--- src/rtl/sweep_pkg.sv ---
// Shared types and helpers for the raster-sweep sequencer.
//   sweep_state_t : sequencer states
//   term_count(n) : terminal count of an n-bit traverse (2^n - 1)
package sweep_pkg;

  typedef enum logic [2:0] {
    IDLE,
    CLEAR,
    RUN,
    STEP_Y,
    DONE
  } sweep_state_t;

  function automatic int unsigned term_count(input int unsigned n);
    return (32'd1 << n) - 32'd1;
  endfunction

endpackage

--- src/rtl/tick_divider.sv ---
// Step-rate prescaler for the X axis.
//   clk, rst : clock, synchronous active-high reset
//   load     : latch a new period (0 is treated as 1)
//   period   : clk cycles per tick
//   clear    : force the count back to 0
//   hold     : freeze the count; no tick while held
//   tick     : high in the cycle the count sits at period-1
module tick_divider #(
  parameter int unsigned PRESCALE_W = 16
) (
  input  logic                  clk,
  input  logic                  rst,
  input  logic                  load,
  input  logic [PRESCALE_W-1:0] period,
  input  logic                  clear,
  input  logic                  hold,
  output logic                  tick
);

  logic [PRESCALE_W-1:0] period_m1;
  logic [PRESCALE_W-1:0] cnt;

  always_ff @(posedge clk) begin
    if (rst) begin
      period_m1 <= '0;
      cnt       <= '0;
    end else begin
      if (load)
        period_m1 <= (period == '0) ? '0 : period - 1'b1;
      if (clear)
        cnt <= '0;
      else if (!hold)
        cnt <= tick ? '0 : cnt + 1'b1;
    end
  end

  assign tick = !hold && (cnt == period_m1);

endmodule

--- src/rtl/sweep_controller.sv ---
// Raster-sweep sequencer: drives enable/reset of two triangle-wave
// generators so X sweeps edge to edge and Y steps once per X traverse.
//   clk, rst   : clock, synchronous active-high reset
//   start      : begin a frame (IDLE only); latches period
//   stop       : abort to IDLE
//   pause      : level; freezes the prescaler and step counters in RUN
//   period     : clk cycles per X step (0 behaves as 1)
//   ena_x      : X step strobe
//   ena_y      : Y step strobe
//   gen_rst    : generator reset (one cycle at frame start)
//   busy       : high outside IDLE
//   line       : Y steps issued this frame
//   frame_done : one-cycle pulse at frame end
// Build option: define SWEEP_CONTROLLER_LOOP_EN to sweep frames
// continuously (alternating Y direction) until stop/rst.
module sweep_controller
  import sweep_pkg::*;
#(
  parameter int unsigned N          = 8,
  parameter int unsigned PRESCALE_W = 16
) (
  input  logic                  clk,
  input  logic                  rst,
  input  logic                  start,
  input  logic                  stop,
  input  logic                  pause,
  input  logic [PRESCALE_W-1:0] period,
  output logic                  ena_x,
  output logic                  ena_y,
  output logic                  gen_rst,
  output logic                  busy,
  output logic [N-1:0]          line,
  output logic                  frame_done
);

  localparam logic [N-1:0] TERM = N'(term_count(N));

  sweep_state_t   state, state_nx;
  logic [N-1:0]   x_cnt;
  logic           pause_q;
  logic           run_go;
  logic           accept;
  logic           div_clear;
  logic           tick;
  logic           line_end;

  // Pause is taken through a flop so every output stays a pure decode
  // of registered state; it freezes the RUN cycle after it is sampled.
  assign run_go    = (state == RUN) && !pause_q;
  assign accept    = (state == IDLE) && start && !stop;
  assign div_clear = (state == CLEAR) || (state == STEP_Y) || (state == DONE);
  assign line_end  = tick && (x_cnt == TERM - 1'b1);

  tick_divider #(
    .PRESCALE_W(PRESCALE_W)
  ) u_div (
    .clk    (clk),
    .rst    (rst),
    .load   (accept),
    .period (period),
    .clear  (div_clear),
    .hold   (!run_go),
    .tick   (tick)
  );

  always_comb begin
    state_nx = state;
    unique case (state)
      IDLE:    if (start) state_nx = CLEAR;
      CLEAR:   state_nx = RUN;
      RUN:     if (line_end) state_nx = (line == TERM) ? DONE : STEP_Y;
      STEP_Y:  state_nx = RUN;
`ifdef SWEEP_CONTROLLER_LOOP_EN
      DONE:    state_nx = RUN;
`else
      DONE:    state_nx = IDLE;
`endif
      default: state_nx = IDLE;
    endcase
    if (stop)
      state_nx = IDLE;
  end

  always_ff @(posedge clk) begin
    if (rst) begin
      state   <= IDLE;
      x_cnt   <= '0;
      line    <= '0;
      pause_q <= 1'b0;
    end else begin
      state   <= state_nx;
      pause_q <= pause;
      if (state_nx == IDLE || state == CLEAR) begin
        x_cnt <= '0;
        line  <= '0;
      end else begin
        if (tick)
          x_cnt <= line_end ? '0 : x_cnt + 1'b1;
        if (state == STEP_Y && line != TERM)
          line <= line + 1'b1;
`ifdef SWEEP_CONTROLLER_LOOP_EN
        if (state == DONE) begin
          x_cnt <= '0;
          line  <= '0;
        end
`endif
      end
    end
  end

  always_comb begin
    ena_x      = tick;
    ena_y      = (state == STEP_Y);
    gen_rst    = (state == CLEAR);
    frame_done = (state == DONE);
    busy       = (state != IDLE);
  end

endmodule

--- config.mk ---
export PLATFORM = sky130hd
export DESIGN_NAME = sweep_controller
export DESIGN_NICKNAME = d
export VERILOG_FILES = /design/src/rtl/sweep_pkg.sv /design/src/rtl/tick_divider.sv /design/src/rtl/sweep_controller.sv
export SDC_FILE = /design/constraint.sdc
export NUM_CORES = 1
export LEC_CHECK = 0
export CORE_MARGIN = 2
export CORE_UTILIZATION = 55
export DETAILED_ROUTE_END_ITERATION = 8
export HOLD_SLACK_MARGIN = 0.03
export PLACE_DENSITY = 0.79
export SLEW_MARGIN = 20
export SYNTH_ARGS = -nofsm -noshare
export SYNTH_HDL_FRONTEND = slang
export SYNTH_SLANG_ARGS = --single-unit
--- constraint.sdc ---
create_clock -name clk -period 3.6 [get_ports clk]
set_input_delay 1.08 -clock clk [delete_from_list [all_inputs] [get_ports clk]]
set_output_delay 1.08 -clock clk [all_outputs]
set_load 0.02 [all_outputs]
=== Yosys cells after proc, flatten, opt, wreduce, memory -nomap -nowiden ===
Index checks and enable logic that the tools add are counted.

* Flip-flop bits (word level): 52
* Input bits: 21
* Output and inout bits: 13
* Word-level logic and storage cells: 44

* Add/subtract/negate cells: 4
* Eq/ne operators: 8
* Mux-type cells: 8
* Reductions and logical operators: 18

{| class="wikitable"
|+ Operators by type and width
! kind !! number
|-
| 2-to-1 mux 16 bit || 2
|-
| adder 16 x 1 -> 16 bit, second input constant || 1
|-
| adder 8 x 1 -> 8 bit, second input constant || 2
|-
| equality test 16 bit || 1
|-
| equality test 8 bit, second input constant || 2
|-
| logical NOT 16 bit || 1
|-
| subtractor 16 x 1 -> 16 bit, second input constant || 1
|-
| 2-to-1 mux 3 bit || 4
|-
| case mux 3 bit (3 select lines) || 1
|-
| 2-to-1 mux 8 bit || 1
|-
| != test 8 bit, second input constant || 1
|-
| equality test 3 x 2 -> 1 bit, second input constant || 2
|-
| logical AND 1 bit || 6
|-
| logical NOT 3 bit || 2
|-
| OR reduction 2 bit || 3
|-
| equality test 3 x 1 -> 1 bit, second input constant || 1
|-
| equality test 3 bit, second input constant || 1
|-
| logical OR 1 bit || 3
|-
| nonzero test 3 bit || 1
|-
| logical NOT 1 bit || 2
|}

=== Logic depth before layout (Yosys ltp) ===
* Depth in word-level cells: 10
* Gate-level depth with buffers: 8
* Depth with buffers taken out: 7

=== Hierarchy ===
A second synthesis with hierarchy kept.

* Cell total of the unflattened synthesis: 330
* Area, all modules: 2891.5 um^2

{| class="wikitable"
|+ Modules (own cells, without submodules)
! module !! times used !! cells an instance !! area an instance (um^2) !! sequential area each (um^2)
|-
| tick_divider || 1 || 211 || 1863.0 || 640.6
|-
| sweep_controller || 1 || 119 || 1028.5 || 400.4
|}

=== Worst setup path after synthesis ===
No wires, ideal clock.

* Path kind: input port to flip-flop
* Start: input port period[9]
* End: register u_div.period_m1[3]
* Library setup time: 0.128 ns
* Arrival time: 2.708 ns
* Data required time: 3.472 ns
* Slack: 0.764 ns
* Stages: 7
* Path buffers: 1
* Path through: or4_4 > or4_4 > nor3_4 > a21oi_2 > buf_6 > a22oi_1 > nor2_1

* Word-level cells in the longest chain between the ends: 2

{| class="wikitable"
|+ Ends and longest elaborated chain
! element !! RTL line !! text
|-
| from (decl) || sweep_controller.sv:27 || <nowiki>input logic [PRESCALE_W-1:0] period,</nowiki>
|-
| logical NOT 16 bit || tick_divider.sv:29 || <nowiki>period_m1 <= (period == '0) ? '0 : period - 1'b1;</nowiki>
|-
| 2-to-1 mux 16 bit || tick_divider.sv:29 ||
|-
| to (signal assigned) || tick_divider.sv:29 ||
|-
| to (decl) || tick_divider.sv:20 || <nowiki>logic [PRESCALE_W-1:0] period_m1;</nowiki>
|}

No other way between the ends.
A chain may end at the register's enable or synchronous reset.

=== Final worst setup path ===
* Start: register state[0]
* End: output port ena_x

* Word-level cells in the longest chain between the ends: 3

{| class="wikitable"
|+ Ends and longest elaborated chain
! element !! RTL line !! text
|-
| from (decl) || sweep_controller.sv:38 || <nowiki>sweep_state_t state, state_nx;</nowiki>
|-
| from (signal assigned) || sweep_controller.sv:91 || <nowiki>state <= state_nx;</nowiki>
|-
| equality test 3 x 2 -> 1 bit || sweep_controller.sv:49 || <nowiki>assign run_go = (state == RUN) && !pause_q;</nowiki>
|-
| logical AND 1 bit || sweep_controller.sv:49 ||
|-
| logical AND 1 bit || tick_divider.sv:37 || <nowiki>assign tick = !hold && (cnt == period_m1);</nowiki>
|-
| to (decl) || sweep_controller.sv:28 || <nowiki>output logic ena_x,</nowiki>
|}

No other way between the ends.

==> impl.org <==
** Placed design
- Count of buffers inserted at the top-level ports :: 33
- Detailed placement ended at an HPWL of 4.29 mm.
- Summing all placed instances gives a cell area of 3130 µm².
- At the end of routability-driven placement, the weighted congestion stood at 0.799.

** Critical path
- Worst setup EP type :: output port
- In this run the worst setup path terminates at ena_x.
- Worst Reg-to-Reg Cells :: 7
- STA puts the critical path data required time at 2520 ps.
- STA classifies the critical path startpoint as a register.
- The worst setup path is of the register to output port kind.
- Crit Reg-Reg Startpoint :: state[0]$_SDFF_PP0_
- Of all nets on the critical path, the largest fanout is 8.
- The endpoint identified for the worst register-to-register timing path is x_cnt[5]$_SDFFE_PP0N_.
- At the worst endpoint, the arrival time is 2190 ps.
- Critical Path Source :: state[0]$_SDFF_PP0_
- For flop-to-flop paths, the worst setup slack is 1360 ps.

** Hold path
- Class of the tightest hold or removal check :: register to register

** CTS
- The tree is rooted in a clkbuf_8.
- Max H-tree Level :: 2
- The tree built by TritonCTS fans out to 52 sinks.
- Setup fix buffers added after clock tree synthesis :: 0
- In this run the deepest clock path goes through 2 buffers.
- Resize count post-CTS :: 0
- Buffers inserted during clock tree synthesis total 5.
- TritonCTS built the clock tree.
- At the later pin of the worst-skew pair, clock insertion delay measures 300 ps.
- After clock tree synthesis, the clock-pin slew on the worst setup and hold paths is 80 ps.
- After clock tree synthesis, the flow added hold-fix buffers numbering 0.

** Global routing
- Vias in the first global route :: 2033
- Congestion Overflow GR :: 0
- The first global-routing pass estimated 9.17 mm of wire.
- Pin count of the biggest net entering global routing :: 23
- Global routing used 21.6% of the available tracks across all layers.
- The initial antenna violation count was 0.

** Floorplanning
- Number of top-level pins :: 34
- The die covers 5500 µm².
- Placeable Area :: 4720 µm²
- Initial cell density of the core :: 57.3%
- The die is 74.1 µm wide.
- Height of the die :: 74.1 µm
- The floorplan has 25 rows.

** Synthesis
- Number of flops mapped to enable cells by yosys :: 0
- Synthesis inferred 52 register bits.
- The number of nets handed over by synthesis was 334.
- Main synth FF type :: dfxtp_1
- Cell accounting for the most synthesized area :: dfxtp_1
- Averaged over all synthesized cells, the footprint is 8.78 µm².
- After synthesis the cells add up to 2710 µm².
- Synthesis warning total :: 0
- Count of distinct cell types in the synthesized netlist :: 45
- Of the synthesized area, sequential elements account for 38.5%.
- For this run, asynchronously set or reset flops after synthesis account for 0%.
- Number of standard cells after synthesis :: 308
- Area fraction of the dominant cell type after synthesis :: 38.5%
- Top area cells in the synthesized netlist :: dfxtp_1, xnor2_1, xor2_1

** Power and ir drop
- Post-layout total power :: 1.02 mW
- Worst voltage drop across the vdd grid :: 181 µV
- Areal power density over the cells :: 319 nW/µm²
- The analysis attributes to cell leakage a power of 1.12 nW.

** Timing
- Highest clock frequency the design can meet :: 306 MHz
- Setup repair after global routing left no endpoint under its margin.
- Final Critical Period :: 3270 ps
- The total count of max-transition violations in the final report came to 0.
- The number of hold violations in the final report came to 0.
- Period utilization :: 90.8%
- Final setup violation count :: 0
- Post-route worst hold slack :: 477 ps
- Pin slew with the least headroom to its limit :: 649 ps
- Rel. slew slack :: 56.8%
- Clock skew after layout :: 3.55 ps
- In the final timing run, aggregate negative setup slack is 0 ps.

** Route
- Post-Route WL :: 5.42 mm
- DR WL/cell :: 13.1 µm
- First-pass detailed-route iteration total :: 4
- Summing over every cut layer, the via total after detailed routing is 2257.
- In the routed design, unresolved DRC markers number 0.
- Antenna Violating Nets Remaining :: 0
- Drt first-iter violations :: 106
- Vias per std cell :: 5.45

** Layout
- Area used by multi-input combinational logic :: 1600 µm²
- Relative to the synthesized area, the layout overhead comes to 18.5%.
- The top cell types in the final layout, fill and taps aside, are dfxtp_1, nor2_1, clkdlybuf4s50_1.
- Most common cell after layout, fill and taps aside :: dfxtp_1
- The net count of the finished layout is 373.
- Filler Cell Count :: 375
- The sequential cells in the finished layout cover a total of 1040 µm².
- Post-route cell area :: 3210 µm²
- In the final layout, the share of cells above drive strength 1 is 8.07%.
- Number of diodes added for antenna fixing :: 0

** Outcome
- Run status :: completed

** Flow run
- The tool flagged a number of max-cap violations equal to 0.
[sequential cells by signal, summed over array words and instances, names as in the netlist]
| name | cells |
|---|---|
| u_div.cnt | 16 |
| state | 3 |
| line | 8 |
| x_cnt | 8 |
| u_div.period_m1 | 16 |
| pause_q | 1 |
[logic make-up after synthesis]
| family | share of synthesized area [%] |
|---|---|
| AND/OR/NAND/NOR | 29.6 |
| XOR/XNOR | 17.2 |
| buffers and inverters | 2.27 |
| AO/OA/AOI/OAI | 9.76 |
| adder cells (fa/ha/maj) | 2.31 |
| multiplexers | 0.370 |
| flip-flops | 38.5 |
[metal layers]
metal | up-vias | track usage, % | share of wire (%)
li1 | 1158 | - | -
met1 | 1044 | 28.4 | 46
met2 | 45 | 35.4 | 48
met3 | 10 | 3.12 | 3.4
met4 | 0 | 9.09 | 1.9
met5 | - | 0 | 0
[worst max-delay path, cell delays in order, from the launching register on]
cell and delay (ps):
dfxtp_1 380, nor4b_2 300, buf_4 180, nand3_1 120, nor2_2 120, nand2_1 70, inv_1 100, clkdlybuf4s50_1 610
[final cells by class]
type | count | share of cell area [%]
multi-input cells | 242 | 50.0
flip-flops and latches | 52 | 32.5
repair buffers | 39 | 11.7
well taps | 67 | 2.61
clock buffers | 6 | 2.26
inverters | 7 | 0.819
clock inverters | 1 | 0.156
[power by group]
part	switching, mW	internal, mW	total [mW]
clock	0.175	0.133	0.307
combinational	0.0616	0.0586	0.120
sequential	0.00957	0.586	0.595
total	0.246	0.777	1.02
[through the flow]
step,std cells,setup slack (ps),util (%)
2_1_floorplan,308,764,-
3_3_place_gp,407,269,66.3
3_5_place_dp,407,211,66.3
4_1_cts,414,308,67.9
5_1_grt,414,180,67.9
6_report,414,333,67.9
[synthesized netlist by cell type (2+ instances only)]
cell type,count
dfxtp_1,52
nor2_1,50
xnor2_1,30
xor2_1,23
nand2_1,22
nand4_1,15
a21oi_1,10
nand3_1,10
and3_1,9
or3_1,8
a22oi_1,7
inv_1,7
nor2b_1,6
a22oi_2,5
clkbuf_1,5
ha_1,5
nor3_1,4
and4_1,3
nand3b_1,3
o21ai_0,3
a311oi_1,2
and2_1,2
nand2b_1,2
nor3b_1,2
nor4_1,2
or4_4,2
[worst min-delay path by stage]
stage	slack [ps]	depth (start not counted)	to	startpoint
6_report	480	2	u_div.period_m1[9]$_SDFFE_PP0P_	u_div.period_m1[9]$_SDFFE_PP0P_
5_1_grt	500	2	u_div.period_m1[9]$_SDFFE_PP0P_	u_div.period_m1[9]$_SDFFE_PP0P_
4_1_cts	480	2	u_div.period_m1[9]$_SDFFE_PP0P_	u_div.period_m1[9]$_SDFFE_PP0P_
3_5_place_dp	470	2	u_div.period_m1[9]$_SDFFE_PP0P_	u_div.period_m1[9]$_SDFFE_PP0P_
3_3_place_gp	460	2	u_div.period_m1[8]$_SDFFE_PP0P_	u_div.period_m1[8]$_SDFFE_PP0P_
2_1_floorplan	450	2	u_div.period_m1[8]$_SDFFE_PP0P_	u_div.period_m1[8]$_SDFFE_PP0P_
(Power assumes the default switching activity.)
